## src/rtl/riscv_dram_pkg.sv

```systemverilog
// Shared definitions for the DRAM latency controller: state encoding,
// default latency/refresh constants and small elaboration-time helpers.
package riscv_dram_pkg;

  typedef enum logic [1:0] {
    ST_IDLE    = 2'd0,
    ST_ACCESS  = 2'd1,
    ST_READY   = 2'd2,
    ST_REFRESH = 2'd3
  } dram_state_e;

  localparam int unsigned DEF_RD_LAT         = 4;
  localparam int unsigned DEF_WR_LAT         = 4;
  localparam int unsigned DEF_REFRESH_PERIOD = 0;
  localparam int unsigned DEF_REFRESH_CYCLES = 8;

  function automatic int unsigned max3(input int unsigned a, input int unsigned b,
                                       input int unsigned c);
    int unsigned m;
    m = (a > b) ? a : b;
    return (m > c) ? m : c;
  endfunction

  // Bits needed to hold 0..m-1, never narrower than one bit.
  function automatic int unsigned cnt_width(input int unsigned m);
    return (m <= 1) ? 1 : $clog2(m);
  endfunction

endpackage

```

## src/rtl/riscv_dram_refresh_timer.sv

```systemverilog
// Free-running refresh timer with a single-entry pending flag. A further
// expiry while a refresh is already pending is absorbed, not queued.
module riscv_dram_refresh_timer
  import riscv_dram_pkg::*;
#(
  parameter int unsigned PERIOD = DEF_REFRESH_PERIOD
)(
  input  logic clk,
  input  logic rst,
  input  logic clear,
  output logic pending
);

  generate
    if (PERIOD == 0) begin : g_off
      // Refresh disabled: no state, pending never rises.
      logic unused_in;
      assign unused_in = ^{clk, rst, clear};
      assign pending   = 1'b0;
    end else begin : g_on
      localparam int unsigned TMR_W = cnt_width(PERIOD);

      logic [TMR_W-1:0] tmr_q, tmr_d;
      logic             pending_q, pending_d;
      logic             expire;

      // Wrap the timer every PERIOD cycles; an expiry arriving on the clear
      // edge still registers so that period is not lost.
      always_comb begin
        expire    = (tmr_q == TMR_W'(PERIOD - 1));
        tmr_d     = expire ? '0 : tmr_q + 1'b1;
        pending_d = pending_q;
        if (clear)  pending_d = 1'b0;
        if (expire) pending_d = 1'b1;
      end

      // Timer and pending flag registers.
      always_ff @(posedge clk or negedge rst) begin
        if (!rst) begin
          tmr_q     <= '0;
          pending_q <= 1'b0;
        end else begin
          tmr_q     <= tmr_d;
          pending_q <= pending_d;
        end
      end

      assign pending = pending_q;
    end
  endgenerate

endmodule

```

## src/rtl/riscv_dram_latency_ctrl.sv

```systemverilog
// Fixed-latency DRAM access model: holds the requester for RD_LAT/WR_LAT
// cycles, returns a one-cycle mem_ready pulse, and slots periodic refresh
// stalls in between accesses.
module riscv_dram_latency_ctrl
  import riscv_dram_pkg::*;
#(
  parameter int unsigned RD_LAT         = DEF_RD_LAT,
  parameter int unsigned WR_LAT         = DEF_WR_LAT,
  parameter int unsigned REFRESH_PERIOD = DEF_REFRESH_PERIOD,
  parameter int unsigned REFRESH_CYCLES = DEF_REFRESH_CYCLES
)(
  input  logic clk,
  input  logic rst,
  input  logic wren,
  input  logic rden,
  output logic mem_ready,
  output logic mem_busy,
  output logic refresh_active
);

  localparam int unsigned CNT_W = cnt_width(max3(RD_LAT, WR_LAT, REFRESH_CYCLES));

  typedef logic [CNT_W-1:0] cnt_t;

  localparam cnt_t RD_LOAD  = cnt_t'(RD_LAT - 1);
  localparam cnt_t WR_LOAD  = cnt_t'(WR_LAT - 1);
  localparam cnt_t REF_LOAD = cnt_t'(REFRESH_CYCLES - 1);

  dram_state_e state_q, state_d;
  cnt_t        cnt_q, cnt_d;
  logic        mem_ready_q, mem_ready_d;
  logic        ref_pending;
  logic        ref_clear;

  riscv_dram_refresh_timer #(
    .PERIOD (REFRESH_PERIOD)
  ) u_refresh_timer (
    .clk     (clk),
    .rst     (rst),
    .clear   (ref_clear),
    .pending (ref_pending)
  );

  // Next-state logic. The latency of the accepted op is captured in the
  // counter at sampling time, so later changes of wren/rden cannot alter
  // it; only dropping both aborts. LAT=1 loads 0 and spends a single cycle
  // in ACCESS, which keeps ready at edge k+LAT for every latency.
  always_comb begin
    state_d   = state_q;
    cnt_d     = cnt_q;
    ref_clear = 1'b0;
    case (state_q)
      ST_IDLE: begin
        if (ref_pending) begin
          state_d   = ST_REFRESH;
          cnt_d     = REF_LOAD;
          ref_clear = 1'b1;
        end else if (wren) begin
          state_d = ST_ACCESS;
          cnt_d   = WR_LOAD;
        end else if (rden) begin
          state_d = ST_ACCESS;
          cnt_d   = RD_LOAD;
        end
      end
      ST_ACCESS: begin
        if (!(wren || rden)) begin
          state_d = ST_IDLE;
          cnt_d   = '0;
        end else if (cnt_q == '0) begin
          state_d = ST_READY;
        end else begin
          cnt_d = cnt_q - 1'b1;
        end
      end
      ST_READY: begin
        state_d = ST_IDLE;
      end
      ST_REFRESH: begin
        if (cnt_q == '0) state_d = ST_IDLE;
        else             cnt_d   = cnt_q - 1'b1;
      end
      default: begin
        state_d = ST_IDLE;
        cnt_d   = '0;
      end
    endcase
    mem_ready_d = (state_d == ST_READY);
  end

  // State, counter and ready-pulse registers.
  always_ff @(posedge clk or negedge rst) begin
    if (!rst) begin
      state_q     <= ST_IDLE;
      cnt_q       <= '0;
      mem_ready_q <= 1'b0;
    end else begin
      state_q     <= state_d;
      cnt_q       <= cnt_d;
      mem_ready_q <= mem_ready_d;
    end
  end

  assign mem_ready      = mem_ready_q;
  assign mem_busy       = (state_q != ST_IDLE);
  assign refresh_active = (state_q == ST_REFRESH);

endmodule

```

## config.mk

```make
export PLATFORM = sky130hd
export DESIGN_NAME = riscv_dram_latency_ctrl
export DESIGN_NICKNAME = d
export VERILOG_FILES = /design/src/rtl/riscv_dram_pkg.sv /design/src/rtl/riscv_dram_refresh_timer.sv /design/src/rtl/riscv_dram_latency_ctrl.sv
export SDC_FILE = /design/constraint.sdc
export NUM_CORES = 1
export LEC_CHECK = 0
export ABC_AREA = 0
export ABC_CLOCK_PERIOD_IN_PS = 1100
export CORE_AREA = 2 2 39 41
export DETAILED_ROUTE_END_ITERATION = 10
export DIE_AREA = 0 0 41 43
export GPL_ROUTABILITY_DRIVEN = 0
export PLACE_DENSITY = 0.47
export SYNTH_ARGS = -nofsm -noshare
export SYNTH_HDL_FRONTEND = slang
export SYNTH_SLANG_ARGS = --single-unit
```

## constraint.sdc

```tcl
create_clock -name clk -period 1.1 [get_ports clk]
set_input_delay 0.165 -clock clk [delete_from_list [all_inputs] [get_ports clk]]
set_output_delay 0.165 -clock clk [all_outputs]
set_load 0.005 [all_outputs]
```

==> results.json, run 1 <==
{
  "htree_levels": 1,
  "die_area_sq_um": 1760,
  "synth_seq_cells": 6,
  "finalMaxSlewViolations": 0,
  "p_switching_mw": 0.497,
  "synth_cells": 34,
  "grt_usage": 0.122,
  "synth-seq-area-share": 0.430,
  "power.internal_mw": 0.944,
  "routed_wl_microns": 802,
  "area_growth_pct": 57.0,
  "drive_gt1_frac": 0.510,
  "arrival_ns": 1.30,
  "synth_edf_count": 0,
  "clk_latency_ns": 0.24,
  "synth_flop_cell": "dfrtp_1",
  "crit_slowest_cell": "dfrtp_1",
  "viasPerCell": 4.55,
  "firstDrtPassIters": 4,
  "synth_common_cells": "dfrtp_1 (6), inv_1 (4), a21o_1 (3)",
  "drc": 0,
  "fin_ws_ns": -0.0883,
  "finalCritPeriodShare": 1.08,
  "cpPeakStageDelay_ns": 0.39,
  "cts_buffer_depth": 2,
  "drtAntennaViolNets": 0,
  "cts_root_buf": "clkbuf_4",
  "io_buffers": 6,
  "yosys_warnings": 0,
  "synth_cell_types": 20,
  "grt_max_degree": 9,
  "finalPower_mw": 1.44,
  "synth-async-reset-ratio": 1.00,
  "grt_pass1_wl_microns": 1370,
  "clk_pin_slew_ns": 0.05,
  "p_comb_frac": 0.602,
  "synth_top_area_cell": "dfrtp_1",
  "start_util": 0.252,
  "max_freq_mhz": 842,
  "p_per_area_nw_per_um2": 2630,
  "hp-class": "input pin to asynchronous set/reset pin",
  "layout.nets": 57,
  "r2r_cells": 6,
  "hold_viol_final": 0,
  "dp_hpwl_microns": 575,
  "cpLargestDelayFamily": "flip-flops",
  "overflow": 0,
  "grt_pass1_vias": 298,
  "reg2reg_to": "state_q[0]",
  "cap_violations": 0,
  "total_leakage_power_nw": 0.260,
  "ff2ff_setup_slack_ns": -0.09,
  "syn_avg_cell_area_sq_um": 10.3,
  "period_needed_ns": 1.19,
  "ir_drop_uv": 1070,
  "setup_viol": 5,
  "violations": "negative setup slack",
  "rows": 14,
  "cts_sinks": 6,
  "fp.dieW_microns": 41,
  "synth_area_leaders": "dfrtp_1 (43%), ha_1 (7.2%), a21o_1 (6.5%)",
  "clkPwrFrac": 0.140,
  "diodes": 0,
  "post_dp_cell_area_sq_um": 462,
  "tightest_slew_ns": 0.308,
  "cp_max_fo": 3,
  "rsz0062_at_grt": "true",
  "critical_path_required_ns": 1.22,
  "seqPwrFrac": 0.257,
  "drt_iter0_markers": 8,
  "crit_path_cell_trace": "inv_2 -> ha_4 -> nand3b_1 -> buf_4 -> o21ai_0 -> nor2_1",
  "antenna_found_initial": 0,
  "relSlewSlack": 0.794,
  "cts_buffers": 3,
  "swShare": 0.345,
  "syn_area_sq_um": 349,
  "post-synth-top-count-cell": "dfrtp_1",
  "io_pins": 7,
  "clock-skew-final_ns": 0.00421,
  "design.core.area_sq_um": 1380,
  "endpoint_kind": "flop",
  "start_kind": "flop",
  "status": "finished, violations left",
  "yosysTopAreaCellShare": 0.430,
  "synth.net_count": 40,
  "nFillCells": 139,
  "critPathKind": "flop to flop",
  "vias": 296,
  "worstReg2RegStart": "cnt_q[1]",
  "final_cell_area_sq_um": 548,
  "die_h_microns": 43,
  "worst-path-buf-inv": 2,
  "cts_tree": "yes",
  "hold-worst-slack_ns": 0.176,
  "wl_per_cell_microns": 12.3
}
-- cell families (layout without fill, tap and decap cells) --
group | after synthesis | after routing | share of synthesized area
AO/OA/AOI/OAI | 12 | 12 | 0.265
AND/OR/NAND/NOR | 8 | 8 | 0.147
flip-flops | 6 | 6 | 0.430
buffers and inverters | 5 | 20 | 0.0573
adder cells (fa/ha/maj) | 2 | 2 | 0.0717
multiplexers | 1 | 1 | 0.0287
-- worst register-to-register path: cells and delay by family (launching register included) --
family | cells | cell delay, ns
AND/OR/NAND/NOR | 2 | 0.19
buffers and inverters | 2 | 0.24
flip-flops | 1 | 0.39
adder cells (fa/ha/maj) | 1 | 0.16
AO/OA/AOI/OAI | 1 | 0.08
-- how the worst max path moves through the flow --
stage	startpoint	to	slack (ns)	cells after the start
2_1_floorplan	cnt_q[0]	cnt_q[0]	0.01	5
4_1_cts	state_q[0]	mem_busy	-0.06	2
3_3_place_gp	state_q[0]	mem_busy	-0.17	2
6_report	cnt_q[1]	state_q[0]	-0.09	6
5_1_grt	cnt_q[1]	state_q[0]	-0.15	6
3_5_place_dp	rden	cnt_q[0]	-0.18	4
-- power groups by stage --
stage	Combinational [mW]	Sequential, mW	Clock, mW
floorplan	0.416	0.357	0
global placement	0.659	0.363	0
detailed placement	0.674	0.365	0
CTS	0.794	0.372	0.212
global route	0.950	0.385	0.235
finish	0.868	0.371	0.202
-- repair_timing --
item                                    in CTS  in global routing
hold buffers                                 0                  0
setup buffers                                1                  1
gates resized for setup                     20                  3
cloned                                       0                  0
endpoints found under the setup margin       7                  8
pin swaps                                    2                  3
-- flip-flops by register name, summed over array words and instances, names as in the netlist --
register   flops
state_q        2
cnt_q          3
mem_ready      1
-- area by class of cell --
class / count / area [sq um] / area share
timing repair buffer: 13 / 111 / 0.203
sequential: 6 / 150 / 0.274
tap: 16 / 20.0 / 0.0365
inverter: 4 / 15.0 / 0.0274
multi-input combinational: 23 / 229 / 0.418
clock buffer: 3 / 22.5 / 0.0411
-- cells in the final DEF (no fill, tap or decap), drive strengths merged, types with 2 or more instances in the layout --
cell	instances
a21o	3
a21oi	2
a2bb2oi	2
buf	9
clkbuf	3
clkdlybuf4s50	3
dfrtp	6
ha	2
inv	4
nor2	2
-- metrics by stage --
stage	util	instances	setup WS [ns]	TNS, ns
global route	0.396	65	-0.153	-0.627
finish	0.396	65	-0.0883	-0.266
global placement	0.334	60	-0.171	-0.777
CTS	0.382	64	-0.0602	-0.188
floorplan	-	34	0.0118	0
detailed placement	0.334	60	-0.185	-0.812
-- layer usage --
metal	global-route usage	up-vias	wire, microns
met2	0.175	7	417
met1	0.152	139	328
met4	0.0600	0	11
li1	-	148	-
met3	0.0471	2	45
met5	0	-	0
(Power assumes the default switching activity.)
==> run 2: changes to the inputs <==
- CELL_PAD_IN_SITES_DETAIL_PLACEMENT: unset -> 1
- CELL_PAD_IN_SITES_GLOBAL_PLACEMENT: unset -> 2
- CORE_AREA: 2 2 39 41 -> 2 2 41 43
- DIE_AREA: 0 0 41 43 -> 0 0 43 45
- PLACE_DENSITY: 0.47 -> 0.62
==> run 2 against run 1 <==
Net effect:
- the flow still finishes with violations (negative setup slack)
- register-to-register slack improved by 0.03 ns
- hold slack lost 0.019 ns
- sequential power hardly changed
- cell count is the same
- fmax up 2.3%
- critical endpoint is now cnt_q[1]
- worst setup slack gained 0.027 ns
- power decreased by 1.8%
- clock power shrank 2%
==> results.json, run 2 (synthesis gave the netlist of run 1 again) <==
{
  "post-route-util": 0.366,
  "p_per_area_nw_per_um2": 2620,
  "critPathKind": "flop to flop",
  "cts_tree": "yes",
  "start_util": 0.237,
  "grt_usage": 0.102,
  "final_common_cell": "buf_4",
  "overflow": 0,
  "critical_path_required_ns": 1.23,
  "rows": 14,
  "clk_latency_ns": 0.24,
  "largest_reg_flops": 3,
  "drive_gt1_frac": 0.469,
  "clock-skew-final_ns": 0.00102,
  "largest-register": "cnt_q",
  "start_kind": "flop",
  "die_h_microns": 45,
  "grt_pass1_vias": 344,
  "r2r_cells": 5,
  "setup_viol": 5,
  "multi_input_area_sq_um": 224,
  "ir_drop_uv": 1080,
  "arrival_ns": 1.29,
  "cp_max_fo": 3,
  "die_area_sq_um": 1940,
  "design.core.area_sq_um": 1470,
  "tightest_slew_ns": 0.257,
  "cts_root_buf": "clkbuf_4",
  "fp.dieW_microns": 43,
  "endpoint_kind": "flop",
  "hp-class": "input pin to asynchronous set/reset pin",
  "drc": 0,
  "total_leakage_power_nw": 0.257,
  "finalMaxSlewViolations": 0,
  "hold-worst-slack_ns": 0.157,
  "max_freq_mhz": 861,
  "layout.nets": 57,
  "clk_pin_slew_ns": 0.04,
  "ff2ff_setup_slack_ns": -0.06,
  "nFillCells": 168,
  "dp_slack_ns": -0.193,
  "relSlewSlack": 0.828,
  "htree_levels": 1,
  "hold_viol_final": 0,
  "firstDrtPassIters": 1,
  "cts_buffer_depth": 2,
  "rsz0062_at_grt": "true",
  "cts_sinks": 6,
  "dp_hpwl_microns": 668,
  "reg2reg_to": "cnt_q[1]",
  "status": "finished, violations left",
  "cap_violations": 0,
  "routed_wl_microns": 865,
  "setup_tns_ns": -0.233,
  "grt_pass1_wl_microns": 1410,
  "final_cell_mix": "buf_4 (7), dfrtp_1 (6), a21o_1 (3), clkbuf_4 (3), clkdlybuf4s50_1 (3)",
  "period_needed_ns": 1.16,
  "antenna_found_initial": 0,
  "cts_hold_buffers": 0,
  "violations": "negative setup slack",
  "fin_ws_ns": -0.0614,
  "grt_max_degree": 9,
  "drt_iter0_markers": 0,
  "io_pins": 7,
  "io_buffers": 6,
  "viasPerCell": 4.65,
  "worstReg2RegStart": "cnt_q[1]",
  "regArea_sq_um": 150,
  "wl_per_cell_microns": 13.3,
  "drtAntennaViolNets": 0,
  "vias": 302,
  "area_growth_pct": 54.5,
  "finalCritPeriodShare": 1.06,
  "diodes": 0,
  "cts_buffers": 3
}
run 2: cell counts in the layout (fill, tap and decap cells not counted):
Identical to the previous run, type by type.
run 2: metrics by stage:
| stage | total power, mW | instances | area (sq um) |
|---|---|---|---|
| 5_1_grt | 1.55 | 65 | 539 |
| 4_1_cts | 1.36 | 64 | 518 |
| 2_1_floorplan | 0.773 | 34 | 349 |
| 3_3_place_gp | 1.04 | 61 | 469 |
| 3_5_place_dp | 1.07 | 61 | 469 |
| 6_report | 1.42 | 65 | 539 |
run 2: final cells by class:
cell class / instances / area share
multi-input cells: 23 / 0.415
flip-flops and latches: 6 / 0.278
clock buffers: 3 / 0.0418
well taps: 16 / 0.0371
repair buffers: 13 / 0.200
inverters: 4 / 0.0278
run 2: power by group:
group | internal (mW) | leakage [nW] | switching (mW) | total [mW]
Clock | 0.123 | 0.0138 | 0.0742 | 0.197
Combinational | 0.485 | 0.169 | 0.361 | 0.846
Sequential | 0.311 | 0.0736 | 0.0614 | 0.372
Total | 0.919 | 0.257 | 0.497 | 1.42
run 2: what timing repair did:
| action | 4_1_cts | 5_1_grt |
|---|---|---|
| pin swaps | 4 | 1 |
| gates resized for setup | 18 | 3 |
| setup endpoints to repair | 9 | 8 |
| buffers inserted | 0 | 1 |
run 2: worst max-delay path by stage:
stage                         from        to  slack, ns  depth (start not counted)
final                     cnt_q[1]  cnt_q[1]      -0.06                          5
after detailed placement      rden  cnt_q[2]      -0.19                          4
after global routing      cnt_q[0]  cnt_q[1]      -0.13                          5
after floorplan           cnt_q[0]  cnt_q[0]       0.01                          5
after CTS                 cnt_q[1]  cnt_q[1]      -0.08                          5
after global placement        rden  cnt_q[2]      -0.18                          4
run 2: critical path, cell delays in order (launching register included):
cell and delay (ns):
dfrtp_1 0.38, inv_2 0.09, ha_4 0.16, nand3b_1 0.14, o21a_1 0.16, a2bb2oi_1 0.13
run 2: routing by layer:
layer | global-route usage | routed length (microns) | vias up
met5 | 0 | 0 | -
met4 | 0.0909 | 17 | 0
met3 | 0.0160 | 18 | 2
met2 | 0.179 | 475 | 4
met1 | 0.104 | 354 | 150
li1 | - | - | 146
